`src/rtl/stopwatch_pkg.sv`:
```
// Shared types and constants for the stopwatch: FSM states, the BCD to
// 7-segment table, decimal-point placement and per-digit rollover limits.
package stopwatch_pkg;

    typedef enum logic [1:0] {
        ST_IDLE = 2'd0,
        ST_RUN  = 2'd1,
        ST_STOP = 2'd2,
        ST_LAP  = 2'd3
    } sw_state_t;

    localparam int NUM_DIGITS = 6;

    // Segment patterns for 0..9, bit order g..a, 1 = lit
    localparam logic [6:0] SEG_TABLE [10] = '{
        7'h3F, 7'h06, 7'h5B, 7'h4F, 7'h66,
        7'h6D, 7'h7D, 7'h07, 7'h7F, 7'h6F
    };

    // Digit index 0 = centiseconds ones (rightmost) ... 5 = minutes tens
    localparam int DP_POS_SEC = 2;
    localparam int DP_POS_MIN = 4;
    localparam logic [NUM_DIGITS-1:0] DP_MASK =
        NUM_DIGITS'((1 << DP_POS_SEC) | (1 << DP_POS_MIN));

    // Tens-of-seconds and tens-of-minutes roll over after 5
    function automatic logic [3:0] digit_max(input int idx);
        if (idx == 3 || idx == 5) begin
            return 4'd5;
        end
        return 4'd9;
    endfunction

endpackage

```
`src/rtl/seg7_encode.sv`:
```
// Purely combinational BCD digit to 7-segment pattern; non-decimal codes blank.
module seg7_encode
    import stopwatch_pkg::*;
(
    input  logic [3:0] bcd,
    output logic [6:0] seg
);

    always_comb begin
        seg = 7'h00;
        if (bcd <= 4'd9) begin
            seg = SEG_TABLE[bcd];
        end
    end

endmodule

```
`src/rtl/stopwatch_core.sv`:
```
// MM:SS.cc stopwatch: button edge detection, run/stop/lap FSM, tick prescaler,
// BCD ripple counter with lap snapshot, and registered 7-segment outputs.
module stopwatch_core
    import stopwatch_pkg::*;
#(
    parameter int CLK_HZ  = 100_000_000,
    parameter int TICK_HZ = 100
) (
    input  logic       i_sclk,
    input  logic       i_reset,
    input  logic       i_start_stop,
    input  logic       i_lap,
    input  logic       i_clear,
    output logic [7:0] o_segout1,
    output logic [7:0] o_segout2,
    output logic [7:0] o_segout3,
    output logic [7:0] o_segout4,
    output logic [7:0] o_segout5,
    output logic [7:0] o_segout6,
    output logic       o_running,
    output logic       o_lap_active,
    output logic       o_wrap
);

    localparam int DIV = CLK_HZ / TICK_HZ;
    localparam int PW  = $clog2(DIV);
    localparam logic [PW-1:0] PRESC_LAST = PW'(DIV - 1);

    sw_state_t state_reg;
    sw_state_t state_next;

    logic start_prev_reg;
    logic lap_prev_reg;
    logic clear_prev_reg;
    logic armed_reg;

    logic [PW-1:0] presc_reg;
    logic [NUM_DIGITS-1:0][3:0] digit_reg;
    logic [NUM_DIGITS-1:0][3:0] digit_next;
    logic [NUM_DIGITS-1:0][3:0] snap_reg;
    logic [NUM_DIGITS-1:0][3:0] disp_src;
    logic [NUM_DIGITS-1:0][6:0] seg_pat;
    logic [NUM_DIGITS-1:0][7:0] seg_reg;
    logic wrap_reg;

    logic start_rise;
    logic lap_rise;
    logic clear_rise;
    logic counting;
    logic tick;
    logic wrap_now;
    logic clear_act;
    logic snap_act;

    // armed_reg stays low for the first cycle after reset so a button that
    // was already held while reset was asserted never looks like a new press.
    assign start_rise = armed_reg & i_start_stop & ~start_prev_reg;
    assign lap_rise   = armed_reg & i_lap        & ~lap_prev_reg;
    assign clear_rise = armed_reg & i_clear      & ~clear_prev_reg;

    assign counting = (state_reg == ST_RUN) || (state_reg == ST_LAP);
    assign tick     = counting && (presc_reg == PRESC_LAST);

    always_ff @(posedge i_sclk) begin
        if (i_reset) begin
            state_reg <= ST_IDLE;
        end else begin
            state_reg <= state_next;
        end
    end

    // Commands a state does not accept are dropped before priority applies,
    // so clear+start_stop in RUN still stops the count.
    always_comb begin
        state_next = state_reg;
        clear_act  = 1'b0;
        snap_act   = 1'b0;
        unique case (state_reg)
            ST_IDLE: begin
                if (clear_rise) begin
                    clear_act = 1'b1;
                end else if (start_rise) begin
                    state_next = ST_RUN;
                end
            end
            ST_STOP: begin
                if (clear_rise) begin
                    state_next = ST_IDLE;
                    clear_act  = 1'b1;
                end else if (start_rise) begin
                    state_next = ST_RUN;
                end
            end
            ST_RUN: begin
                if (start_rise) begin
                    state_next = ST_STOP;
                end else if (lap_rise) begin
                    state_next = ST_LAP;
                    snap_act   = 1'b1;
                end
            end
            ST_LAP: begin
                if (start_rise) begin
                    state_next = ST_STOP;
                end else if (lap_rise) begin
                    state_next = ST_RUN;
                end
            end
            default: state_next = ST_IDLE;
        endcase
    end

    always_comb begin : ripple
        logic carry;
        carry = tick;
        for (int i = 0; i < NUM_DIGITS; i++) begin
            digit_next[i] = digit_reg[i];
            if (carry) begin
                if (digit_reg[i] == digit_max(i)) begin
                    digit_next[i] = 4'd0;
                end else begin
                    digit_next[i] = digit_reg[i] + 4'd1;
                    carry = 1'b0;
                end
            end
        end
        wrap_now = carry;
    end

    always_ff @(posedge i_sclk) begin
        if (i_reset) begin
            start_prev_reg <= 1'b0;
            lap_prev_reg   <= 1'b0;
            clear_prev_reg <= 1'b0;
            armed_reg      <= 1'b0;
            presc_reg      <= '0;
            digit_reg      <= '0;
            snap_reg       <= '0;
            wrap_reg       <= 1'b0;
        end else begin
            start_prev_reg <= i_start_stop;
            lap_prev_reg   <= i_lap;
            clear_prev_reg <= i_clear;
            armed_reg      <= 1'b1;
            wrap_reg       <= wrap_now;
            if (clear_act) begin
                presc_reg <= '0;
                digit_reg <= '0;
            end else if (counting) begin
                presc_reg <= tick ? '0 : presc_reg + PW'(1);
                digit_reg <= digit_next;
            end
            if (snap_act) begin
                snap_reg <= digit_reg;
            end
        end
    end

    assign disp_src = (state_reg == ST_LAP) ? snap_reg : digit_reg;

    generate
        for (genvar gi = 0; gi < NUM_DIGITS; gi++) begin : g_digit
            seg7_encode u_enc (
                .bcd (disp_src[gi]),
                .seg (seg_pat[gi])
            );

            always_ff @(posedge i_sclk) begin
                if (i_reset) begin
                    seg_reg[gi] <= {DP_MASK[gi], SEG_TABLE[0]};
                end else begin
                    seg_reg[gi] <= {DP_MASK[gi], seg_pat[gi]};
                end
            end
        end
    endgenerate

    assign o_segout1    = seg_reg[0];
    assign o_segout2    = seg_reg[1];
    assign o_segout3    = seg_reg[2];
    assign o_segout4    = seg_reg[3];
    assign o_segout5    = seg_reg[4];
    assign o_segout6    = seg_reg[5];
    assign o_running    = counting;
    assign o_lap_active = (state_reg == ST_LAP);
    assign o_wrap       = wrap_reg;

endmodule

```
`config.mk`:
```
export PLATFORM = sky130hd
export DESIGN_NAME = stopwatch_core
export DESIGN_NICKNAME = d
export VERILOG_FILES = /design/src/rtl/stopwatch_pkg.sv /design/src/rtl/seg7_encode.sv /design/src/rtl/stopwatch_core.sv
export SDC_FILE = /design/constraint.sdc
export NUM_CORES = 1
export LEC_CHECK = 0
export BUFFER_PORTS_ARGS = -buffer_cell sky130_fd_sc_hd__buf_2
export CORE_MARGIN = 4
export CORE_UTILIZATION = 55
export DETAILED_ROUTE_END_ITERATION = 10
export HOLD_SLACK_MARGIN = 0.06
export PLACE_DENSITY = 0.75
export SLEW_MARGIN = 40
export SYNTH_ARGS = -nofsm -noshare
export SYNTH_HDL_FRONTEND = slang
export SYNTH_SLANG_ARGS = --single-unit
```
`constraint.sdc`:
```
create_clock -name i_sclk -period 3.1 [get_ports i_sclk]
set_clock_uncertainty 0.2 [all_clocks]
set_input_delay 0.62 -clock i_sclk [delete_from_list [all_inputs] [get_ports i_sclk]]
set_output_delay 0.62 -clock i_sclk [all_outputs]
set_load 0.05 [all_outputs]
```
==> results of run 1 <==
==> power by group through the flow <==
stage	Sequential (uW)	Combinational (uW)	Clock [uW]
final	1510	84.3	2120
after global routing	1510	91.7	2230
after CTS	1510	84.9	2160
after detailed placement	1540	84.2	0
after global placement	1540	83.2	0
after floorplan	1540	72.3	0
==> cell usage in the layout (no fill, tap or decap), types with 9 or more instances in the layout <==
cell type / synthesis / final
nor3_1: 20 / 20
xor2_1: 15 / 15
inv_1: 22 / 22
nor2b_1: 9 / 9
a21o_1: 18 / 18
nor2_1: 80 / 80
nand3_1: 19 / 19
xnor2_1: 9 / 9
o21ai_0: 31 / 31
buf_2: 7 / 49
a21oi_1: 43 / 43
nand2_1: 51 / 51
clkbuf_16: 0 / 16
ha_1: 31 / 31
mux2_2: 11 / 11
nand4_1: 10 / 10
dfxtp_1: 117 / 117
mux2i_1: 59 / 59
==> critical path: cells and delay by family (launching register included) <==
family / cells / cell delay (ns)
AND/OR/NAND/NOR: 1 / 0.40
flip-flops: 1 / 0.34
multiplexers: 1 / 0.48
AO/OA/AOI/OAI: 3 / 0.64
buffers and inverters: 1 / 0.14
adder cells (fa/ha/maj): 1 / 0.28
==> kinds of logic after synthesis <==
logic type	Yosys count	share of synthesized area (%)
buffers and inverters	57	4.35
muxes	70	12.3
other	2	0.129
DFF	117	40.3
xor gates and xnor gates	24	3.62
adders and majority gates	31	6.67
and+or+nand+nor	242	21.7
AOI/OAI and AO/OA	110	11.0
==> through the flow <==
stage / cells / hold slack [ns] / setup WS (ns)
2_1_floorplan: 657 / 0.263 / 0.328
3_3_place_gp: 815 / 0.274 / 0.672
3_5_place_dp: 815 / 0.287 / 0.573
4_1_cts: 847 / 0.114 / 0.508
5_1_grt: 847 / 0.139 / 0.271
6_report: 847 / 0.134 / 0.505
==> area by class of cell <==
class / count / area (um2) / share of cell area (%)
multi-input combinational: 483 / 3230 / 47.6
inverter: 22 / 82.6 / 1.22
tap: 136 / 170 / 2.50
timing repair buffer: 57 / 318 / 4.68
sequential: 117 / 2340 / 34.5
clock inverter: 8 / 169 / 2.49
clock buffer: 24 / 480 / 7.07
==> per-layer routing <==
layer	GRT usage (%)	vias to the layer above	wire length, um
met5	0	-	0
met4	8.62	0	194
met3	5.08	22	630
met2	30.9	134	5260
met1	24.1	2161	5340
li1	-	2349	-
==> path summary, 6_finish.rpt <==
path | endpoint | slack [ns] | startpoint
hold / removal | start_prev_reg$_SDFF_PP0_ | 0.13 | i_start_stop
setup reg to reg | o_segout6[3]$_SDFF_PP1_ | 0.51 | state_reg[1]$_SDFFE_PP0P_
setup / recovery | o_segout6[3]$_SDFF_PP1_ | 0.51 | state_reg[1]$_SDFFE_PP0P_
hold reg to reg | snap_reg[5]$_SDFFE_PP0P_ | 0.30 | snap_reg[5]$_SDFFE_PP0P_
==> impl_metrics.env, run 1 <==
export IMPL_fillers=802
export IMPL_period_minus_slack_ns=2.59
export IMPL_routed_wl_mm=11.4
export IMPL_hp_class="input pin to register"
export IMPL_power_frac_comb_pct=2.3
export IMPL_tritoncts="done"
export IMPL_crit_required_ns=3.30
export IMPL_crit_type="register to register"
export IMPL_port_buffers=49
export IMPL_finalCritPeriodShare_pct=83.7
export IMPL_dpl_cell_area_um2=6150
export IMPL_grt_pass1_wl_mm=19.9
export IMPL_ys_seq_area_share_pct=40.3
export IMPL_critPathLaunchType="register"
export IMPL_tightest_slew_ns=0.708
export IMPL_hold_path_cell_count=2
export IMPL_ys_warn_count=0
export IMPL_grt_max_degree=42
export IMPL_drtPass1Iterations=9
export IMPL_synth_area_per_cell_um2=8.90
export IMPL_worst_skew_pair_late_latency_ns=0.51
export IMPL_yosys_top_cells_count="dfxtp_1 (117), nor2_1 (80), mux2i_1 (59)"
export IMPL_die_area_um2=12300
export IMPL_dp_hpwl_mm=7.80
export IMPL_ctsHtreeMaxLevel=4
export IMPL_gp_congestion=0.847
export IMPL_synth_ff_type="dfxtp_1"
export IMPL_root_buffer="clkbuf_8"
export IMPL_dr_total_vias=4666
export IMPL_core_area_um2=10300
export IMPL_internal_power_uw=3000
export IMPL_grt_antenna_before_repair=0
export IMPL_holdBufCountCts=0
export IMPL_path_clk_slew_ns=0.06
export IMPL_outcome="complete, no violations"
export IMPL_post_route_cells_drive_above_1_share_pct=15.5
export IMPL_overflow=0
export IMPL_netlist_area_leader_share_pct=40.3
export IMPL_ys_types=54
export IMPL_clkPwrFrac_pct=57.0
export IMPL_final_antenna_net_count=0
export IMPL_synth_most_common_cell="dfxtp_1"
export IMPL_critical_path_max_fanout=18
export IMPL_synth_cells=653
export IMPL_switching_share_pct=19.3
export IMPL_peakVddDrop_uv=299
export IMPL_utilization_pct=65.8
export IMPL_stdcell_area_um2=6800
export IMPL_r2r_cells=7
export IMPL_relSlewSlack_pct=52.4
export IMPL_setup_viol=0
export IMPL_die_h_um=111
export IMPL_vias_per_cell=5.51
export IMPL_cp_arrival_ns=2.80
export IMPL_grt_pass1_vias=4414
export IMPL_numCtsBuffers=17
export IMPL_cts_buffer_depth=2
export IMPL_drc=0
export IMPL_slew_violations=0
export IMPL_dieWidth_um=111
export IMPL_clock_sinks=117
export IMPL_antenna_cells=0
export IMPL_slowest_stage="mux2i_1"
export IMPL_synthesis_area_um2=5810
export IMPL_yosys_top_cells_area="dfxtp_1 (40%), mux2i_1 (10%), ha_1 (6.7%), nor2_1 (5.2%), a21oi_1 (3.7%)"
export IMPL_rsz0062_at_grt="no"
export IMPL_power_per_cell_area_nw_per_um2=547
export IMPL_cts_resized=0
export IMPL_grtUsageTotal_pct=19.2
export IMPL_post_cts_buffers=0
export IMPL_power_uw=3720
export IMPL_pin_count=56
export IMPL_netSwitchingPower_uw=716
export IMPL_crit_path_end_kind="register"
export IMPL_drt_iter0_drc=315
export IMPL_synth_edf_count=0
export IMPL_p_seq_share_pct=40.7
export IMPL_timing_final_hold_violations=0
export IMPL_ys_ff_latch=117
export IMPL_async_flop_share_pct=0
export IMPL_rows=37
export IMPL_drt_wirelength_per_cell_um=13.5
export IMPL_max_freq_mhz=385
export IMPL_syn_to_final_growth_pct=16.9
export IMPL_critPathMaxStageDelay_ns=0.48
export IMPL_final_net_count=734
export IMPL_initial_core_util_pct=56.3
export IMPL_maxCapViolCount=0
export IMPL_fin_tns_setup_ns=0
export IMPL_p_leak_uw=0.00304
export IMPL_yosysTopAreaCell="dfxtp_1"
export IMPL_worstPathCellList="nand2_2, mux2i_1, inv_1, ha_1, o21ai_0, a21oi_1, a21o_1"
Note: power is estimated with default switching activity, not from simulation.
==> inputs of run 2 (changes only) <==
==> constraint.sdc (replaced) <==
create_clock -name i_sclk -period 2.65 [get_ports i_sclk]
set_clock_uncertainty 0.2 [all_clocks]
set_input_delay 0.53 -clock i_sclk [delete_from_list [all_inputs] [get_ports i_sclk]]
set_output_delay 0.53 -clock i_sclk [all_outputs]
set_load 0.05 [all_outputs]
==> impl_metrics.env, run 2 (synthesized netlist as in run 1, its figures left out) <==
export IMPL_outcome="complete, no violations"
export IMPL_clock_sinks=117
export IMPL_critPathLaunchType="register"
export IMPL_grt_pass1_vias=4623
export IMPL_netSwitchingPower_uw=839
export IMPL_dp_hpwl_mm=7.92
export IMPL_initial_core_util_pct=56.3
export IMPL_dr_total_vias=4713
export IMPL_route_met2_wl_mm=5.44
export IMPL_rows=37
export IMPL_stdcell_area_um2=6880
export IMPL_fin_cells=851
export IMPL_rsz0062_at_grt="no"
export IMPL_met3_wirelength_um=613
export IMPL_vias_per_cell=5.54
export IMPL_gp_congestion=0.831
export IMPL_highest_layer="met4"
export IMPL_power_per_cell_area_nw_per_um2=643
export IMPL_die_area_um2=12300
export IMPL_port_buffers=49
export IMPL_mostFrequentLayoutCells="dfxtp_1 (117), nor2_1 (80), mux2i_1 (53)"
export IMPL_switching_share_pct=19.0
export IMPL_dpl_cell_area_um2=6160
export IMPL_relSlewSlack_pct=55.6
export IMPL_setup_viol=0
export IMPL_final_antenna_net_count=0
export IMPL_period_minus_slack_ns=2.44
export IMPL_critical_path_max_fanout=19
export IMPL_syn_to_final_growth_pct=18.2
export IMPL_grtUsageTotal_pct=19.8
export IMPL_drt_iter0_drc=250
export IMPL_maxCapViolCount=0
export IMPL_drt_wirelength_per_cell_um=13.9
export IMPL_core_area_um2=10300
export IMPL_drc=0
export IMPL_fin_tns_setup_ns=0
export IMPL_grt_max_degree=42
export IMPL_max_freq_mhz=409
export IMPL_dp_cells=816
export IMPL_tritoncts="done"
export IMPL_crit_required_ns=2.90
export IMPL_final_net_count=738
export IMPL_drtPass1Iterations=5
export IMPL_cp_arrival_ns=2.69
export IMPL_r2r_setup_slack_ns=0.21
export IMPL_pin_count=56
export IMPL_post_cts_buffers=0
export IMPL_slew_violations=0
export IMPL_root_buffer="clkbuf_8"
export IMPL_layout_commonest_cell="dfxtp_1"
export IMPL_crit_path_end_kind="register"
export IMPL_cts_buffer_depth=2
export IMPL_post_route_cells_drive_above_1_share_pct=16.8
export IMPL_internal_power_uw=3580
export IMPL_met1_length_mm=5.52
export IMPL_clkPwrFrac_pct=57.7
export IMPL_overflow=0
export IMPL_path_clk_slew_ns=0.06
export IMPL_peakVddDrop_uv=367
export IMPL_worst_skew_pair_late_latency_ns=0.52
export IMPL_die_h_um=111
export IMPL_timing_final_hold_violations=0
export IMPL_tightest_slew_ns=0.660
export IMPL_hp_class="input pin to register"
export IMPL_power_frac_comb_pct=2.3
export IMPL_grt_pass1_wl_mm=20.4
export IMPL_routed_wl_mm=11.8
export IMPL_p_leak_uw=0.00305
export IMPL_numCtsBuffers=17
export IMPL_grt_antenna_before_repair=0
export IMPL_finalCritPeriodShare_pct=92.2
export IMPL_ctsHtreeMaxLevel=4
export IMPL_dieWidth_um=111
export IMPL_antenna_cells=0
export IMPL_p_seq_share_pct=40.0
export IMPL_crit_type="register to register"
export IMPL_pre_cts_ws_ns=0.209
export IMPL_setup_slack_ns=0.207
## run 2: cell types whose count changed in the layout (fill, tap and decap cells not counted)
cell	before	now
buf_12	1	0
buf_4	7	9
clkbuf_1	3	0
clkbuf_8	5	8
clkinv_2	2	3
clkinv_4	1	0
dlygate4sd3_1	0	3
mux2i_1	59	53
mux2i_2	0	6
nand2_2	1	0
nand2_4	0	1
## run 2: final timing paths
| kind | start | endpoint | depth (start not counted) |
|---|---|---|---|
| setup / recovery | state_reg[0]$_SDFFE_PP0P_ | digit_reg[7]$_SDFFE_PP0P_ | 6 |
| hold / removal | i_reset | digit_reg[15]$_SDFFE_PP0P_ | 4 |
| setup reg to reg | state_reg[0]$_SDFFE_PP0P_ | digit_reg[7]$_SDFFE_PP0P_ | 6 |
| hold reg to reg | snap_reg[5]$_SDFFE_PP0P_ | snap_reg[5]$_SDFFE_PP0P_ | 2 |
## run 2: critical path, cell delays in order, from the launching register on
cell,delay [ns]
dfxtp_1,0.37
buf_4,0.24
and3_1,0.24
nand4_2,0.31
or2_1,0.43
or4_1,0.45
a31oi_1,0.13
## run 2: power by group through the flow
stage / registers, uW / logic [uW] / clock network (uW)
finish: 1770 / 102 / 2550
global route: 1770 / 112 / 2670
CTS: 1770 / 102 / 2590
detailed placement: 1810 / 98.4 / 0
global placement: 1810 / 97.2 / 0
floorplan: 1810 / 84.8 / 0
## run 2: metrics by stage
| stage | total power [uW] | hold slack [ns] | utilization (%) |
|---|---|---|---|
| 4_1_cts | 4460 | 0.181 | 66.5 |
| 3_3_place_gp | 1900 | 0.276 | 59.7 |
| 2_1_floorplan | 1890 | 0.263 | - |
| 3_5_place_dp | 1910 | 0.290 | 59.7 |
| 6_report | 4420 | 0.196 | 66.6 |
| 5_1_grt | 4550 | 0.193 | 66.6 |
## run 2: cell type report
type / instances / area (um2)
fillers: 820 / 3450
multi-input cells: 483 / 3260
flip-flops and latches: 117 / 2340
clock buffers: 24 / 510
repair buffers: 61 / 343
well taps: 136 / 170
clock inverters: 8 / 165
inverters: 22 / 82.6
## run 2: repair_timing
item	in CTS	in global routing
hold endpoints to repair	3	0
hold buffers	3	0
gates resized for setup	0	1
setup endpoints to repair	0	6
## run 2: routing by layer
layer | up-vias | global-route usage (%)
met5 | - | 0
met4 | 0 | 9.77
met3 | 27 | 6.44
met2 | 122 | 31.9
met1 | 2211 | 23.8
li1 | 2353 | -
==> inputs of run 3 (changes only) <==
--- a/config.mk
+++ b/config.mk
@@ -11,6 +11,8 @@
 export DETAILED_ROUTE_END_ITERATION = 10
 export HOLD_SLACK_MARGIN = 0.06
 export PLACE_DENSITY = 0.75
+export RECOVER_POWER = 50
+export SKIP_LAST_GASP = 1
 export SLEW_MARGIN = 40
 export SYNTH_ARGS = -nofsm -noshare
 export SYNTH_HDL_FRONTEND = slang
==> impl_metrics.env, run 3 (synthesized netlist as in run 1, its figures left out) <==
export IMPL_hold_ws_ns=0.263
export IMPL_maxCapViolCount=0
export IMPL_power_frac_comb_pct=2.3
export IMPL_cp_arrival_ns=2.73
export IMPL_crit_type="register to register"
export IMPL_finalCritPeriodShare_pct=93.1
export IMPL_port_buffers=49
export IMPL_layout_commonest_cell="dfxtp_1"
export IMPL_p_leak_uw=0.00296
export IMPL_numCtsBuffers=17
export IMPL_grt_pass1_wl_mm=20.4
export IMPL_die_h_um=111
export IMPL_final_antenna_net_count=0
export IMPL_dp_hpwl_mm=7.92
export IMPL_core_area_um2=10300
export IMPL_die_area_um2=12300
export IMPL_pre_cts_ws_ns=0.209
export IMPL_dr_total_vias=4717
export IMPL_tritoncts="done"
export IMPL_critPathLaunchType="register"
export IMPL_drt_iter0_drc=238
export IMPL_final_net_count=738
export IMPL_crit_buf_inv=1
export IMPL_grt_max_degree=42
export IMPL_crit_required_ns=2.91
export IMPL_relSlewSlack_pct=43.6
export IMPL_overflow=0
export IMPL_grt_pass1_vias=4623
export IMPL_gp_congestion=0.831
export IMPL_pin_count=56
export IMPL_worstPathCellList="nand2_4, clkbuf_1, mux2i_1, ha_1, o21ai_0, a21oi_1, a21o_1"
export IMPL_syn_to_final_growth_pct=17.1
export IMPL_period_minus_slack_ns=2.47
export IMPL_grtUsageTotal_pct=19.8
export IMPL_ctsHtreeMaxLevel=4
export IMPL_fin_tns_setup_ns=0
export IMPL_post_route_cells_drive_above_1_share_pct=10.1
export IMPL_p_seq_share_pct=40.1
export IMPL_rows=37
export IMPL_worst_skew_pair_late_latency_ns=0.52
export IMPL_mostFrequentLayoutCells="dfxtp_1 (117), nor2_1 (80), mux2i_1 (53)"
export IMPL_grt_antenna_before_repair=0
export IMPL_post_cts_buffers=0
export IMPL_fillers=849
export IMPL_utilization_pct=65.9
export IMPL_slowest_stage="mux2i_1"
export IMPL_cts_buffer_depth=2
export IMPL_rsz0062_at_grt="no"
export IMPL_internal_power_uw=3580
export IMPL_drt_wirelength_per_cell_um=13.9
export IMPL_peakVddDrop_uv=367
export IMPL_switching_share_pct=18.9
export IMPL_setup_slack_ns=0.182
export IMPL_drc=0
export IMPL_routed_wl_mm=11.8
export IMPL_dieWidth_um=111
export IMPL_drtPass1Iterations=4
export IMPL_hp_class="input pin to register"
export IMPL_crit_path_end_kind="register"
export IMPL_clkPwrFrac_pct=57.6
export IMPL_tightest_slew_ns=0.845
export IMPL_netSwitchingPower_uw=835
export IMPL_vias_per_cell=5.54
export IMPL_critPathMaxStageDelay_ns=0.42
export IMPL_max_freq_mhz=405
export IMPL_clock_sinks=117
export IMPL_outcome="complete, no violations"
export IMPL_power_uw=4420
export IMPL_critical_path_max_fanout=11
export IMPL_antenna_cells=0
export IMPL_timing_final_hold_violations=0
export IMPL_root_buffer="clkbuf_8"
export IMPL_crit_family="compound AO/OA/AOI/OAI gates"
export IMPL_path_clk_slew_ns=0.05
export IMPL_power_per_cell_area_nw_per_um2=649
export IMPL_initial_core_util_pct=56.3
export IMPL_setup_viol=0
export IMPL_slew_violations=0
[run 3: cell count changes in the layout (fill, tap and decap cells not counted)]
cell | before | now
clkbuf_1 | 0 | 48
clkbuf_2 | 0 | 1
buf_2 | 49 | 3
buf_4 | 9 | 6
[run 3: layout make-up]
class	instances	area, um2	share of cell area, %
Clock buffer	24	510	7.50
Clock inverter	8	165	2.43
Timing Repair Buffer	61	275	4.04
Sequential cell	117	2340	34.4
Inverter	22	82.6	1.21
Multi-Input combinational cell	483	3260	47.9
Tap cell	136	170	2.50
[run 3: path summary, 6_finish.rpt]
check / startpoint / to / slack (ns) / cells after the start
worst max-delay path: state_reg[1]$_SDFFE_PP0P_ / o_segout5[3]$_SDFF_PP1_ / 0.18 / 7
worst min-delay path: i_reset / digit_reg[15]$_SDFFE_PP0P_ / 0.26 / 4
worst max register to register: state_reg[1]$_SDFFE_PP0P_ / o_segout5[3]$_SDFF_PP1_ / 0.18 / 7
worst min register to register: snap_reg[5]$_SDFFE_PP0P_ / snap_reg[5]$_SDFFE_PP0P_ / 0.30 / 2
[run 3: worst reg2reg max path, cell delays in order, from the launching register on]
cell and delay [ns]:
dfxtp_1 0.36, nand2_4 0.22, clkbuf_1 0.32, mux2i_1 0.42, ha_1 0.34, o21ai_0 0.16, a21oi_1 0.26, a21o_1 0.14
[run 3: power groups by stage]
stage | logic (uW) | registers (uW) | clock network [uW]
floorplan | 84.8 | 1810 | 0
global placement | 97.2 | 1810 | 0
detailed placement | 98.4 | 1810 | 0
CTS | 102 | 1770 | 2590
global route | 111 | 1770 | 2670
finish | 102 | 1770 | 2550
[run 3: stage by stage]
| stage | std cells | cell area [um2] |
|---|---|---|
| global route | 851 | 6810 |
| CTS | 851 | 6870 |
| global placement | 816 | 6160 |
| detailed placement | 816 | 6160 |
| finish | 851 | 6810 |
| floorplan | 657 | 5860 |
[run 3: per-layer routing]
| layer | vias up | track usage (%) | wire length, um |
|---|---|---|---|
| met5 | - | 0 | 0 |
| met4 | 0 | 9.77 | 273 |
| met3 | 29 | 6.44 | 653 |
| met2 | 129 | 31.9 | 5390 |
| met1 | 2201 | 23.8 | 5490 |
| li1 | 2358 | - | - |
[run 3: timing repair]
action | in CTS | in global routing
setup endpoints to repair | 0 | 6
hold buffers | 3 | 0
gates resized for setup | 0 | 1
endpoints found under the hold margin | 3 | 0
